$ cat src/rtl/mem_sweep_sched_pkg.sv
// Shared types and default sizes for the mem_sweep_sched controller.
package mem_sched_pkg;

    localparam int DEF_DEPTH = 8;
    localparam int DEF_WIDTH = 4;

    typedef enum logic [1:0] {
        ST_IDLE,
        ST_INIT_SWEEP,
        ST_INCR_SWEEP
    } sched_state_t;

endpackage

$ cat src/rtl/mem_sweep_sched_if.sv
// Sweep control, two write requesters and the read port of mem_sweep_sched.
interface mem_sweep_sched_if
    import mem_sched_pkg::*;
#(
    parameter int DEPTH = DEF_DEPTH,
    parameter int WIDTH = DEF_WIDTH,
    parameter int AW    = $clog2(DEPTH)
) ();

    logic             init_req;
    logic             incr_req;
    logic             busy;
    logic             sweep_done;
    logic             a_req;
    logic [AW-1:0]    a_addr;
    logic [WIDTH-1:0] a_data;
    logic             a_gnt;
    logic             b_req;
    logic [AW-1:0]    b_addr;
    logic [WIDTH-1:0] b_data;
    logic             b_gnt;
    logic [AW-1:0]    rd_addr;
    logic [WIDTH-1:0] rd_data;

    modport master (
        output init_req, incr_req, a_req, a_addr, a_data,
               b_req, b_addr, b_data, rd_addr,
        input  busy, sweep_done, a_gnt, b_gnt, rd_data
    );

    modport slave (
        input  init_req, incr_req, a_req, a_addr, a_data,
               b_req, b_addr, b_data, rd_addr,
        output busy, sweep_done, a_gnt, b_gnt, rd_data
    );

endinterface

$ cat src/rtl/mem_sweep_sched_rr_arb2.sv
// Two-way round-robin arbiter; index 0 is requester A, index 1 is requester B.
module rr_arb2 (
    input  logic       i_en,
    input  logic [1:0] i_req,
    input  logic       i_ptr,
    output logic [1:0] o_gnt,
    output logic       o_ptr_nxt
);

    logic [1:0] w_gnt;

    // i_ptr=0 favours A, i_ptr=1 favours B; a lone requester always wins
    assign w_gnt[0] = i_en & i_req[0] & (~i_req[1] | ~i_ptr);
    assign w_gnt[1] = i_en & i_req[1] & (~i_req[0] |  i_ptr);

    assign o_gnt = w_gnt;

    always_comb begin
        o_ptr_nxt = i_ptr;
        if (w_gnt[0]) begin
            o_ptr_nxt = 1'b1;
        end else if (w_gnt[1]) begin
            o_ptr_nxt = 1'b0;
        end
    end

endmodule

$ cat src/rtl/mem_sweep_sched.sv
// Flop-array memory with round-robin client writes and init/increment sweeps.
// Define MEM_SCHED_BULK_SWEEP_EN to update every entry in a single sweep cycle.
module mem_sweep_sched
    import mem_sched_pkg::*;
#(
    parameter  int DEPTH = DEF_DEPTH,
    parameter  int WIDTH = DEF_WIDTH,
    localparam int AW    = $clog2(DEPTH)
) (
    input  logic               clk,
    input  logic               reset,
    mem_sweep_sched_if.slave   bus
);

    sched_state_t     r_state;
    sched_state_t     w_state_nxt;
    logic             r_busy;
    logic             r_done;
    logic             r_ptr;
    logic             w_ptr_nxt;
    logic [1:0]       w_gnt;
    logic             w_start;
    logic             w_arb_en;
    logic             w_sweep_end;
    logic [WIDTH-1:0] r_mem [DEPTH];

    // Requests arriving in the sweep_done cycle are dropped, but grants still flow
    assign w_start  = (r_state == ST_IDLE) && !r_done && (bus.init_req || bus.incr_req);
    assign w_arb_en = (r_state == ST_IDLE) && !w_start;

`ifdef MEM_SCHED_BULK_SWEEP_EN
    assign w_sweep_end = 1'b1;
`else
    logic [AW-1:0] r_idx;

    assign w_sweep_end = (r_idx == AW'(DEPTH - 1));

    always_ff @(posedge clk) begin
        if (!reset) begin
            r_idx <= '0;
        end else if (r_state != ST_IDLE) begin
            r_idx <= w_sweep_end ? '0 : r_idx + 1'b1;
        end
    end
`endif

    rr_arb2 u_arb (
        .i_en      (w_arb_en),
        .i_req     ({bus.b_req, bus.a_req}),
        .i_ptr     (r_ptr),
        .o_gnt     (w_gnt),
        .o_ptr_nxt (w_ptr_nxt)
    );

    always_comb begin
        w_state_nxt = r_state;
        case (r_state)
            ST_IDLE: begin
                if (w_start) begin
                    w_state_nxt = bus.init_req ? ST_INIT_SWEEP : ST_INCR_SWEEP;
                end
            end
            ST_INIT_SWEEP, ST_INCR_SWEEP: begin
                if (w_sweep_end) begin
                    w_state_nxt = ST_IDLE;
                end
            end
            default: w_state_nxt = ST_IDLE;
        endcase
    end

    always_ff @(posedge clk) begin
        if (!reset) begin
            r_state <= ST_IDLE;
            r_busy  <= 1'b0;
            r_done  <= 1'b0;
            r_ptr   <= 1'b0;
        end else begin
            r_state <= w_state_nxt;
            r_busy  <= (w_state_nxt != ST_IDLE);
            r_done  <= (r_state != ST_IDLE) && (w_state_nxt == ST_IDLE);
            r_ptr   <= w_ptr_nxt;
        end
    end

    always_ff @(posedge clk) begin
        if (!reset) begin
            for (int i = 0; i < DEPTH; i++) begin
                r_mem[i] <= '0;
            end
        end else begin
            case (r_state)
`ifdef MEM_SCHED_BULK_SWEEP_EN
                ST_INIT_SWEEP: begin
                    for (int i = 0; i < DEPTH; i++) begin
                        r_mem[i] <= WIDTH'(i);
                    end
                end
                ST_INCR_SWEEP: begin
                    for (int i = 0; i < DEPTH; i++) begin
                        r_mem[i] <= r_mem[i] + 1'b1;
                    end
                end
`else
                ST_INIT_SWEEP: r_mem[r_idx] <= WIDTH'(r_idx);
                ST_INCR_SWEEP: r_mem[r_idx] <= r_mem[r_idx] + 1'b1;
`endif
                default: begin
                    if (w_gnt[0]) begin
                        r_mem[bus.a_addr] <= bus.a_data;
                    end else if (w_gnt[1]) begin
                        r_mem[bus.b_addr] <= bus.b_data;
                    end
                end
            endcase
        end
    end

    assign bus.busy       = r_busy;
    assign bus.sweep_done = r_done;
    assign bus.a_gnt      = w_gnt[0];
    assign bus.b_gnt      = w_gnt[1];
    assign bus.rd_data    = r_mem[bus.rd_addr];

endmodule

$ cat src/flat_wrapper.sv
// flat-port wrapper written by rule: the top's interface ports become plain ports
module mem_sweep_sched_flat import mem_sched_pkg::*;
#(
    parameter  int DEPTH = DEF_DEPTH,
    parameter  int WIDTH = DEF_WIDTH,
    localparam int AW    = $clog2(DEPTH)
)
  (clk, reset, bus_init_req, bus_incr_req, bus_a_req, bus_a_addr, bus_a_data, bus_b_req, bus_b_addr, bus_b_data, bus_rd_addr, bus_busy, bus_sweep_done, bus_a_gnt, bus_b_gnt, bus_rd_data);
  mem_sweep_sched_if #(.DEPTH(DEPTH), .WIDTH(WIDTH)) bus_i ();
  input  logic clk;
  input  logic reset;
  input wire logic [$bits(bus_i.init_req)-1:0] bus_init_req;
  input wire logic [$bits(bus_i.incr_req)-1:0] bus_incr_req;
  input wire logic [$bits(bus_i.a_req)-1:0] bus_a_req;
  input wire logic [$bits(bus_i.a_addr)-1:0] bus_a_addr;
  input wire logic [$bits(bus_i.a_data)-1:0] bus_a_data;
  input wire logic [$bits(bus_i.b_req)-1:0] bus_b_req;
  input wire logic [$bits(bus_i.b_addr)-1:0] bus_b_addr;
  input wire logic [$bits(bus_i.b_data)-1:0] bus_b_data;
  input wire logic [$bits(bus_i.rd_addr)-1:0] bus_rd_addr;
  output wire logic [$bits(bus_i.busy)-1:0] bus_busy;
  output wire logic [$bits(bus_i.sweep_done)-1:0] bus_sweep_done;
  output wire logic [$bits(bus_i.a_gnt)-1:0] bus_a_gnt;
  output wire logic [$bits(bus_i.b_gnt)-1:0] bus_b_gnt;
  output wire logic [$bits(bus_i.rd_data)-1:0] bus_rd_data;
  assign bus_i.init_req = bus_init_req;
  assign bus_i.incr_req = bus_incr_req;
  assign bus_i.a_req = bus_a_req;
  assign bus_i.a_addr = bus_a_addr;
  assign bus_i.a_data = bus_a_data;
  assign bus_i.b_req = bus_b_req;
  assign bus_i.b_addr = bus_b_addr;
  assign bus_i.b_data = bus_b_data;
  assign bus_i.rd_addr = bus_rd_addr;
  assign bus_busy = bus_i.busy;
  assign bus_sweep_done = bus_i.sweep_done;
  assign bus_a_gnt = bus_i.a_gnt;
  assign bus_b_gnt = bus_i.b_gnt;
  assign bus_rd_data = bus_i.rd_data;
  mem_sweep_sched #(.DEPTH(DEPTH), .WIDTH(WIDTH)) u_core (.clk(clk), .reset(reset), .bus(bus_i));
endmodule
$ cat config.mk
export PLATFORM = sky130hd
export DESIGN_NAME = mem_sweep_sched_flat
export DESIGN_NICKNAME = d
export VERILOG_FILES = /design/src/rtl/mem_sweep_sched_pkg.sv /design/src/rtl/mem_sweep_sched_if.sv /design/src/rtl/mem_sweep_sched_rr_arb2.sv /design/src/rtl/mem_sweep_sched.sv /design/src/flat_wrapper.sv
export SDC_FILE = /design/constraint.sdc
export NUM_CORES = 1
export LEC_CHECK = 0
export BUFFER_PORTS_ARGS = -buffer_cell sky130_fd_sc_hd__buf_2
export CAP_MARGIN = 15
export CORE_UTILIZATION = 50
export DETAILED_ROUTE_END_ITERATION = 6
export PLACE_DENSITY = 0.72
export SLEW_MARGIN = 30
export SYNTH_ARGS = -nofsm -noshare
export SYNTH_HDL_FRONTEND = slang
export SYNTH_SLANG_ARGS = --single-unit
$ cat constraint.sdc
create_clock -name clk -period 3.6 [get_ports clk]
set_clock_uncertainty 0.1 [all_clocks]
set_input_delay 0.18 -clock clk [delete_from_list [all_inputs] [get_ports clk]]
set_output_delay 0.18 -clock clk [all_outputs]
set_load 0.005 [all_outputs]
# Word level (Yosys, flattened, before mapping)
# Memory sizes are Yosys's and may differ from the RTL's. A register that Yosys moved wholly into a read port is not among the register bits.
# Index checks and enable logic that the tools add are counted.
# W data, S select, Z words.
[classes]
add_sub_neg = 2
muxes = 35
n_eq_ne = 3
bitwise_logic = 10
n_reduce_logical = 16
[op_table]
columns = ["op", "n"]
rows = [
  ["$mux W1", 21],
  ["$mux W3", 6],
  ["$mux W4", 4],
  ["$reduce_or A4 Y1", 3],
  ["$mux W2", 3],
  ["$reduce_bool A2 Y1", 3],
  ["$add A4 B1 Y4 const B", 1],
  ["$and A1 B1 Y1", 4],
  ["$logic_and A1 B1 Y1", 4],
  ["$logic_not A2 Y1", 2],
  ["$pmux W2 S2", 1],
  ["$add A3 B1 Y3 const B", 1],
  ["$eq A3 B3 Y1 const B", 1],
  ["$not A1 Y1", 3],
  ["$or A1 B1 Y1", 3],
  ["$eq A2 B1 Y1 const B", 1],
  ["$eq A2 B2 Y1 const B", 1],
  ["$logic_not A1 Y1", 2],
  ["$reduce_or A2 Y1", 1],
  ["$logic_or A1 B1 Y1", 1],
]
[word_totals]
ram_bits = 32
register_bits = 8
memories = 1
wordCells = 72
input_bits = 23
output_inout_bits = 8
[memory_table]
columns = ["memory", "depth", "word_bits", "rd", "rd_clocked_by_memory_dff", "write_ports", "line_no", "rtl"]
rows = [
  ["u_core.r_mem", 8, 4, 2, 1, 8, "mem_sweep_sched.sv:25", "logic [WIDTH-1:0] r_mem [DEPTH];"],
]

# Logic depth before layout (Yosys ltp)
# Gate-level depths: netlist of the first run.
[logic_depth]
ltp_word = 14
mapped_depth = 9
ltp_nobuf = 8

# Modules after synthesis
# From an unflattened synthesis of the first run, not the netlist that was laid out.
[unflattened]
cells_unflattened = 206
hier_area_um2 = 2526.2
[by_module_without_submodules]
columns = ["mod", "instances", "area_each_um2", "cells_each", "seq_area_each_um2"]
rows = [
  ["mem_sweep_sched", 1, 2489.9, 199, 1181.1],
  ["rr_arb2", 1, 36.3, 7, 0.0],
]

# Least setup slack after synthesis of the first run
# Ideal clock, no wire load.
[synth_timing]
path_kind = "reg2reg"
from = "register (tool-made name)"
to = "memory u_core.r_mem[0][1] in the netlist's numbering, data pin"
n_path_buf = 1
path_stages_with_launch = 10
arrival_ps = 2208
setup_ps = 269
path_slack_ps = 1023
t_required_ps = 3231
period_less_slack_ps = 2577
cell_sequence = "dfxtp_1 > buf_4 > mux4_2 > mux2_2 > ha_1 > and3_1 > o21ai_0 > a21oi_1 > o21bai_1 > nor2_1"
[synth_lines]
columns = ["item", "line_no"]
rows = [
  ["end: declaration", "mem_sweep_sched.sv:25"],
]

==> impl_metrics.tcl, run 1 <==
set metrics [dict create \
    cts.path.max_buffers 2 \
    timing.critical_path.to_type "flip-flop" \
    die_height_um 77.0 \
    postCtsSetupBuffers 0 \
    worstHoldPathType "in -> reg" \
    crit_end "u_core.r_mem[6][1]" \
    power.ir.vdd_worst_v 0.000235 \
    crit_path_max_fanout 6 \
    synth_top_flop_cell "edfxtp_1" \
    net_switching_power_w 0.000431 \
    rsz0062_at_grt "false" \
    clock_power_share_pct 24.6 \
    buffer_ports.inserted 30 \
    initial_antenna_violation_count 0 \
    grt-ovfl-total 0 \
    arrival_ps 2920 \
    path_class "reg -> reg" \
    clock-sinks 43 \
    slew-limit-headroom_pct 55.0 \
    route.final.wire_length_um 6930 \
    num_vias 2200 \
    clkLatencyLatePin_ps 300 \
    postSynthNetCount 269 \
    timing.critical_path.slowest_stage_cell "dfxtp_1" \
    routability_congestion 0.880 \
    fin_total_pwr_w 0.00130 \
    ys_warn_count 0 \
    max-cap-violations 0 \
    share_comb_of_total_power_pct 28.3 \
    tritoncts.num_buffers 5 \
    status "complete, no violations" \
    top_level_ports 31 \
    avgRoutedWirePerCell_um 20.4 \
    htree_num_levels 2 \
    fin_worst_hold_slack_ps 116 \
    post_cts_sizing_count 0 \
    top_signal_layer_used "met4" \
    max_freq_ghz 0.337 \
    finalMaxSlewViolations 0 \
    routed_wire_length_on_met3_um 468 \
    syn-mean-instance-area_um2 11.8 \
    end_of_the_worst_register_to_register_path "u_core.r_mem[6][1]" \
    n_antenna_cell 0 \
    timing_worst_slew_pin_value_ps 668 \
    grt_start_max_net_pins 23 \
    syn_area_mm2 0.00281 \
    number_of_nets_at_the_end_of_the_flow 299 \
    area_growth_pct 10.8 \
    met1Wirelength_um 3230 \
    numPlacedInstances 332 \
    fillers 452 \
    synth_largest_type_area_fraction_pct 34.2 \
    cts.root.buffer_cell "clkbuf_8" \
    number_of_enable_flip_flop_cells_after_synthesis 32 \
    first_pass_grt_wire_length_um 11100 \
    cellLeakagePower_nw 1.13 \
    firstDrtPassIters 4 \
    count_of_different_cell_masters_after_synthesis 58 \
    final_util_pct 59.1 \
    synth.largest_area_cell "edfxtp_1" \
    p_sw_share_pct 33.2 \
    proportion_of_power_drawn_by_flip_flops_and_latches_pct 47.1 \
    place_hpwl_um 5220 \
    synth.top_cells.by_count "edfxtp_1, nor2_1, mux4_2" \
    grt_pass1_vias 2012 \
    final_antenna_net_count 0 \
    min_period_ps 2970 \
    required_ps 3550 \
    final.setup.tns_ps 0 \
    layoutNonFillerInstCount 340 \
    min_period_over_period_pct 82.5 \
    die_x_um 77.0 \
    yosys-top-cells-area "edfxtp_1, mux4_2, dfxtp_1" \
    finalHoldViolations 0 \
    initial_utilization_pct 53.3 \
    critPathMaxStageDelay_ps 550 \
    design.die.area_mm2 0.00593 \
    drt_iter0_drc 181 \
    pwr_per_cell_area_mw_per_mm2 417 \
    tritoncts "done" \
    design.core.area_mm2 0.00527 \
    top_count_cell_post_synth "edfxtp_1" \
    worst_path_clk_slew_ps 90 \
    ff2ff_path_depth 8 \
    netlist_instances 239 \
    ff2ff_setup_slack_ps 630 \
    synth_seq_cells 43 \
    async_reset_ff_share_pct 0 \
    cts_hold_repair.buffers 0 \
    grtUsageTotal_pct 24.3 \
    setup_violations 0 \
    met2_length_um 3160 \
    drc 0 \
    placement_rows 26 \
    layout-drive-gt1-share_pct 33.0 \
    path_cells "mux4_2 -> mux2_2 -> ha_1 -> and3_1 -> o21ai_0 -> a21oi_1 -> o21bai_1 -> nor2_1" \
    power.internal_w 0.000869 \
    critical_path.startpoint_type "flip-flop" \
    via_per_inst 6.47 \
    synth.yosys.seq_area_share_pct 42.0 \
]
==> how the worst min path moves through the flow <==
stage / start / endpoint / slack, ps / cells after the start
3_5_place_dp: bus_init_req / u_core.r_state[0] / 420 / 3
2_1_floorplan: bus_a_req / u_core.r_ptr / 240 / 2
5_1_grt: bus_init_req / u_core.r_state[0] / 130 / 3
4_1_cts: bus_init_req / u_core.r_state[0] / 110 / 3
3_3_place_gp: bus_init_req / u_core.r_state[0] / 410 / 3
6_report: bus_init_req / u_core.r_state[0] / 120 / 3
==> layer usage <==
metal / vias to the layer above / track usage (%)
met5: - / 0
met2: 101 / 36.6
met3: 7 / 3.21
met4: 0 / 6.04
met1: 1090 / 37.1
li1: 1002 / -
==> worst max-delay path, delay by kind of cell (launching register included) <==
family / cells / cell delay (ps)
muxes: 2 / 870
AOI/OAI and AO/OA: 3 / 640
DFF: 1 / 550
adders and majority gates: 1 / 290
and+or+nand+nor: 2 / 270
==> power by group through the flow <==
stage	Clock, W	Sequential [W]	Combinational, W
after floorplan	0	0.000599	0.000282
after global placement	0	0.000619	0.000356
after detailed placement	0	0.000622	0.000360
after CTS	0.000322	0.000611	0.000364
after global routing	0.000339	0.000618	0.000398
final	0.000320	0.000612	0.000368
==> kinds of logic after synthesis <==
logic type	Yosys count	share of synthesized area, %
muxes	26	17.1
AOI/OAI and AO/OA	69	18.1
adders and majority gates	7	3.12
DFF	43	42.0
xor gates and xnor gates	1	0.579
and+or+nand+nor	77	16.4
buffers and inverters	16	2.71
==> flip-flops by register name, summed over array words and instances (netlist names), named ones only <==
signal                 flops
u_core.r_state             2
u_core.bus.sweep_done      1
u_core.r_idx               3
u_core.r_mem              32
u_core.r_ptr               1
u_core.bus.busy            1
==> per-stage QoR <==
stage          area (um2)  worst slack (ps)
5_1_grt              3110               398
3_3_place_gp         3020               767
4_1_cts              3110               639
2_1_floorplan        2810              1020
6_report             3110               631
3_5_place_dp         3020               699
==> layout by cell type, fill, tap and decap left out, types with 4 or more instances in the layout <==
| cell | synthesis | routed |
|---|---|---|
| a211oi_1 | 9 | 9 |
| a21oi_1 | 14 | 14 |
| buf_2 | 3 | 30 |
| buf_4 | 1 | 4 |
| clkbuf_8 | 0 | 5 |
| dfxtp_1 | 11 | 11 |
| edfxtp_1 | 32 | 32 |
| ha_1 | 7 | 7 |
| inv_1 | 5 | 5 |
| mux2_2 | 6 | 6 |
| mux4_2 | 16 | 16 |
| nand2_1 | 13 | 13 |
| nor2_1 | 23 | 23 |
| nor2b_1 | 6 | 6 |
| nor3_2 | 7 | 7 |
| o21ai_0 | 5 | 5 |
| o21ai_1 | 9 | 9 |
| o21bai_1 | 4 | 4 |
| o22ai_1 | 6 | 6 |
==> layout make-up <==
type	instances	area, um2	area share [%]
clock buffers	5	68.8	2.21
well taps	70	87.6	2.81
multi-input cells	180	1550	49.9
clock inverters	3	23.8	0.763
flip-flops and latches	43	1180	37.9
inverters	5	18.8	0.603
repair buffers	34	180	5.79
(Power assumes the default switching activity.)
==> run 2: changes to the inputs <==
- PLACE_DENSITY: 0.72 -> 0.74
- clock period: 3.6 -> 2.7 ns (I/O delays scaled with it)
==> run 2 against run 1 <==
  * Sequential cell count did not move
  * Combinational power rose by 57%
  * Die area did not move
  * Routed wire length rose by 2.4%
  * Register-to-register slack got worse by 530 ps
  * Sequential share of layout area fell by 2.5 points
  * First-iteration DRC count rose by 2.2%
  * Non-clock buffer count rose by 21
  * Via count rose by 0.91%
  * Worst setup slack got worse by 530 ps
  * Cell area rose by 7.4%
  * Critical path type unchanged
==> impl_metrics.tcl, run 2 (same netlist as run 1, synthesis figures left out) <==
set metrics [dict create \
    slew-limit-headroom_pct 52.0 \
    tritoncts.num_buffers 5 \
    tritoncts "done" \
    finalMaxSlewViolations 0 \
    path_class "reg -> reg" \
    required_ps 2650 \
    die_height_um 77.0 \
    sequential_cell_area_mm2 0.00118 \
    buffer_ports.inserted 30 \
    crit_path_max_fanout 4 \
    final_antenna_net_count 0 \
    cts.root.buffer_cell "clkbuf_8" \
    post_layout_inst_area_mm2 0.00334 \
    clock-sinks 43 \
    final.setup.tns_ps 0 \
    grt_pass1_vias 2196 \
    pwr_per_cell_area_mw_per_mm2 565 \
    registers.top_by_ff_count "u_core.r_mem" \
    cts.path.max_buffers 2 \
    worstHoldPathType "in -> reg" \
    min_period_over_period_pct 96.1 \
    fillers 437 \
    initial_antenna_violation_count 0 \
    place_hpwl_um 5530 \
    most-common-layout-cells "edfxtp_1, buf_2, buf_4" \
    routability_congestion 0.941 \
    avgRoutedWirePerCell_um 19.7 \
    n_antenna_cell 0 \
    firstDrtPassIters 7 \
    p_sw_share_pct 30.9 \
    worst_path_clk_slew_ps 80 \
    share_comb_of_total_power_pct 30.6 \
    min_period_ps 2600 \
    drt_iter0_drc 185 \
    numPlacedInstances 353 \
    design.core.area_mm2 0.00527 \
    worst_slack_ps 105 \
    multi_input_comb_area_mm2 0.00160 \
    area_growth_pct 19.0 \
    place_area_mm2 0.00318 \
    grt_start_max_net_pins 23 \
    htree_num_levels 2 \
    layout-drive-gt1-share_pct 41.9 \
    proportion_of_power_drawn_by_flip_flops_and_latches_pct 42.8 \
    grtUsageTotal_pct 25.3 \
    layout_top_registers "u_core.r_mem: 32 flops, u_core.r_idx: 3 flops, u_core.r_state: 2 flops" \
    power.internal_w 0.00130 \
    initial_utilization_pct 53.3 \
    via_per_inst 6.15 \
    status "complete, no violations" \
    first_pass_grt_wire_length_um 11400 \
    place_worst_setup_slack_ps -27.6 \
    finalHoldViolations 0 \
    number_of_nets_at_the_end_of_the_flow 320 \
    timing.critical_path.to_type "flip-flop" \
    top_level_ports 31 \
    layoutNonFillerInstCount 361 \
    grt-ovfl-total 0 \
    clkLatencyLatePin_ps 300 \
    placement_rows 26 \
    clock_power_share_pct 26.6 \
    max_freq_ghz 0.385 \
    critical_path.startpoint_type "flip-flop" \
    max-cap-violations 0 \
    arrival_ps 2550 \
    net_switching_power_w 0.000583 \
    largest_register_ff_count 32 \
    setup_violations 0 \
    design.die.area_mm2 0.00593 \
    timing_worst_slew_pin_value_ps 713 \
    cellLeakagePower_nw 1.24 \
    layout.cells.most_common "edfxtp_1" \
    num_vias 2220 \
    die_x_um 77.0 \
    route.final.wire_length_um 7100 \
    drc 0 \
    final_util_pct 63.5 \
    power.ir.vdd_worst_v 0.000249 \
]
## run 2: cell count changes in the layout (fill, tap and decap cells not counted), sizes merged
cell | before | now
clkinv | 0 | 2
bufinv | 0 | 1
buf | 34 | 55
inv | 6 | 5
clkinvlp | 2 | 0
## run 2: worst paths after layout
| kind | startpoint | to | slack [ps] | cells past startpoint |
|---|---|---|---|---|
| max | u_core.r_mem[6][0] | u_core.r_mem[4][1] | 100 | 8 |
| min | bus_a_req | u_core.r_ptr | 60 | 3 |
| max reg2reg | u_core.r_mem[6][0] | u_core.r_mem[4][1] | 100 | 8 |
| min reg2reg | u_core.r_state[1] | u_core.r_state[1] | 470 | 2 |
## run 2: power groups by stage
| stage | combinational (W) | sequential (W) | clock, W |
|---|---|---|---|
| after floorplan | 0.000376 | 0.000798 | 0 |
| after global placement | 0.000545 | 0.000814 | 0 |
| after detailed placement | 0.000556 | 0.000819 | 0 |
| after CTS | 0.000560 | 0.000804 | 0.000504 |
| after global routing | 0.000618 | 0.000815 | 0.000534 |
| final | 0.000577 | 0.000808 | 0.000503 |
## run 2: per-layer routing
layer | track usage, % | wire, um | vias up
met5 | 0 | 0 | -
met4 | 8.68 | 186 | 0
met2 | 39.3 | 3270 | 107
li1 | - | - | 1052
met3 | 3.45 | 487 | 16
met1 | 36.6 | 3150 | 1045
## run 2: cell type report
type	count	share of cell area [%]
Clock inverter	3	1.31
Tap cell	70	2.62
Clock buffer	5	2.06
Sequential cell	43	35.4
Timing Repair Buffer	55	10.1
Inverter	5	0.561
Multi-Input combinational cell	180	48.0
## run 2: worst max-delay path, cell delays in order, from the launching register on
cell      delay, ps
edfxtp_1        440
mux4_2          490
mux2_4          280
ha_1            290
and3_4          200
o21ai_2         140
a21oi_2          90
o21bai_2        230
nor2_1           80
## run 2: repair_timing
item	CTS	global route
hold buffers	0	0
gates resized for setup	2	12
hold endpoints to repair	0	0
setup endpoints to repair	8	15
pin swaps	0	2
setup buffers	0	0
## run 2: metrics by stage
stage,hold WS (ps),total power [W]
global placement,366,0.00136
CTS,63.5,0.00187
finish,62.0,0.00189
detailed placement,377,0.00137
floorplan,191,0.00117
global route,81.3,0.00197
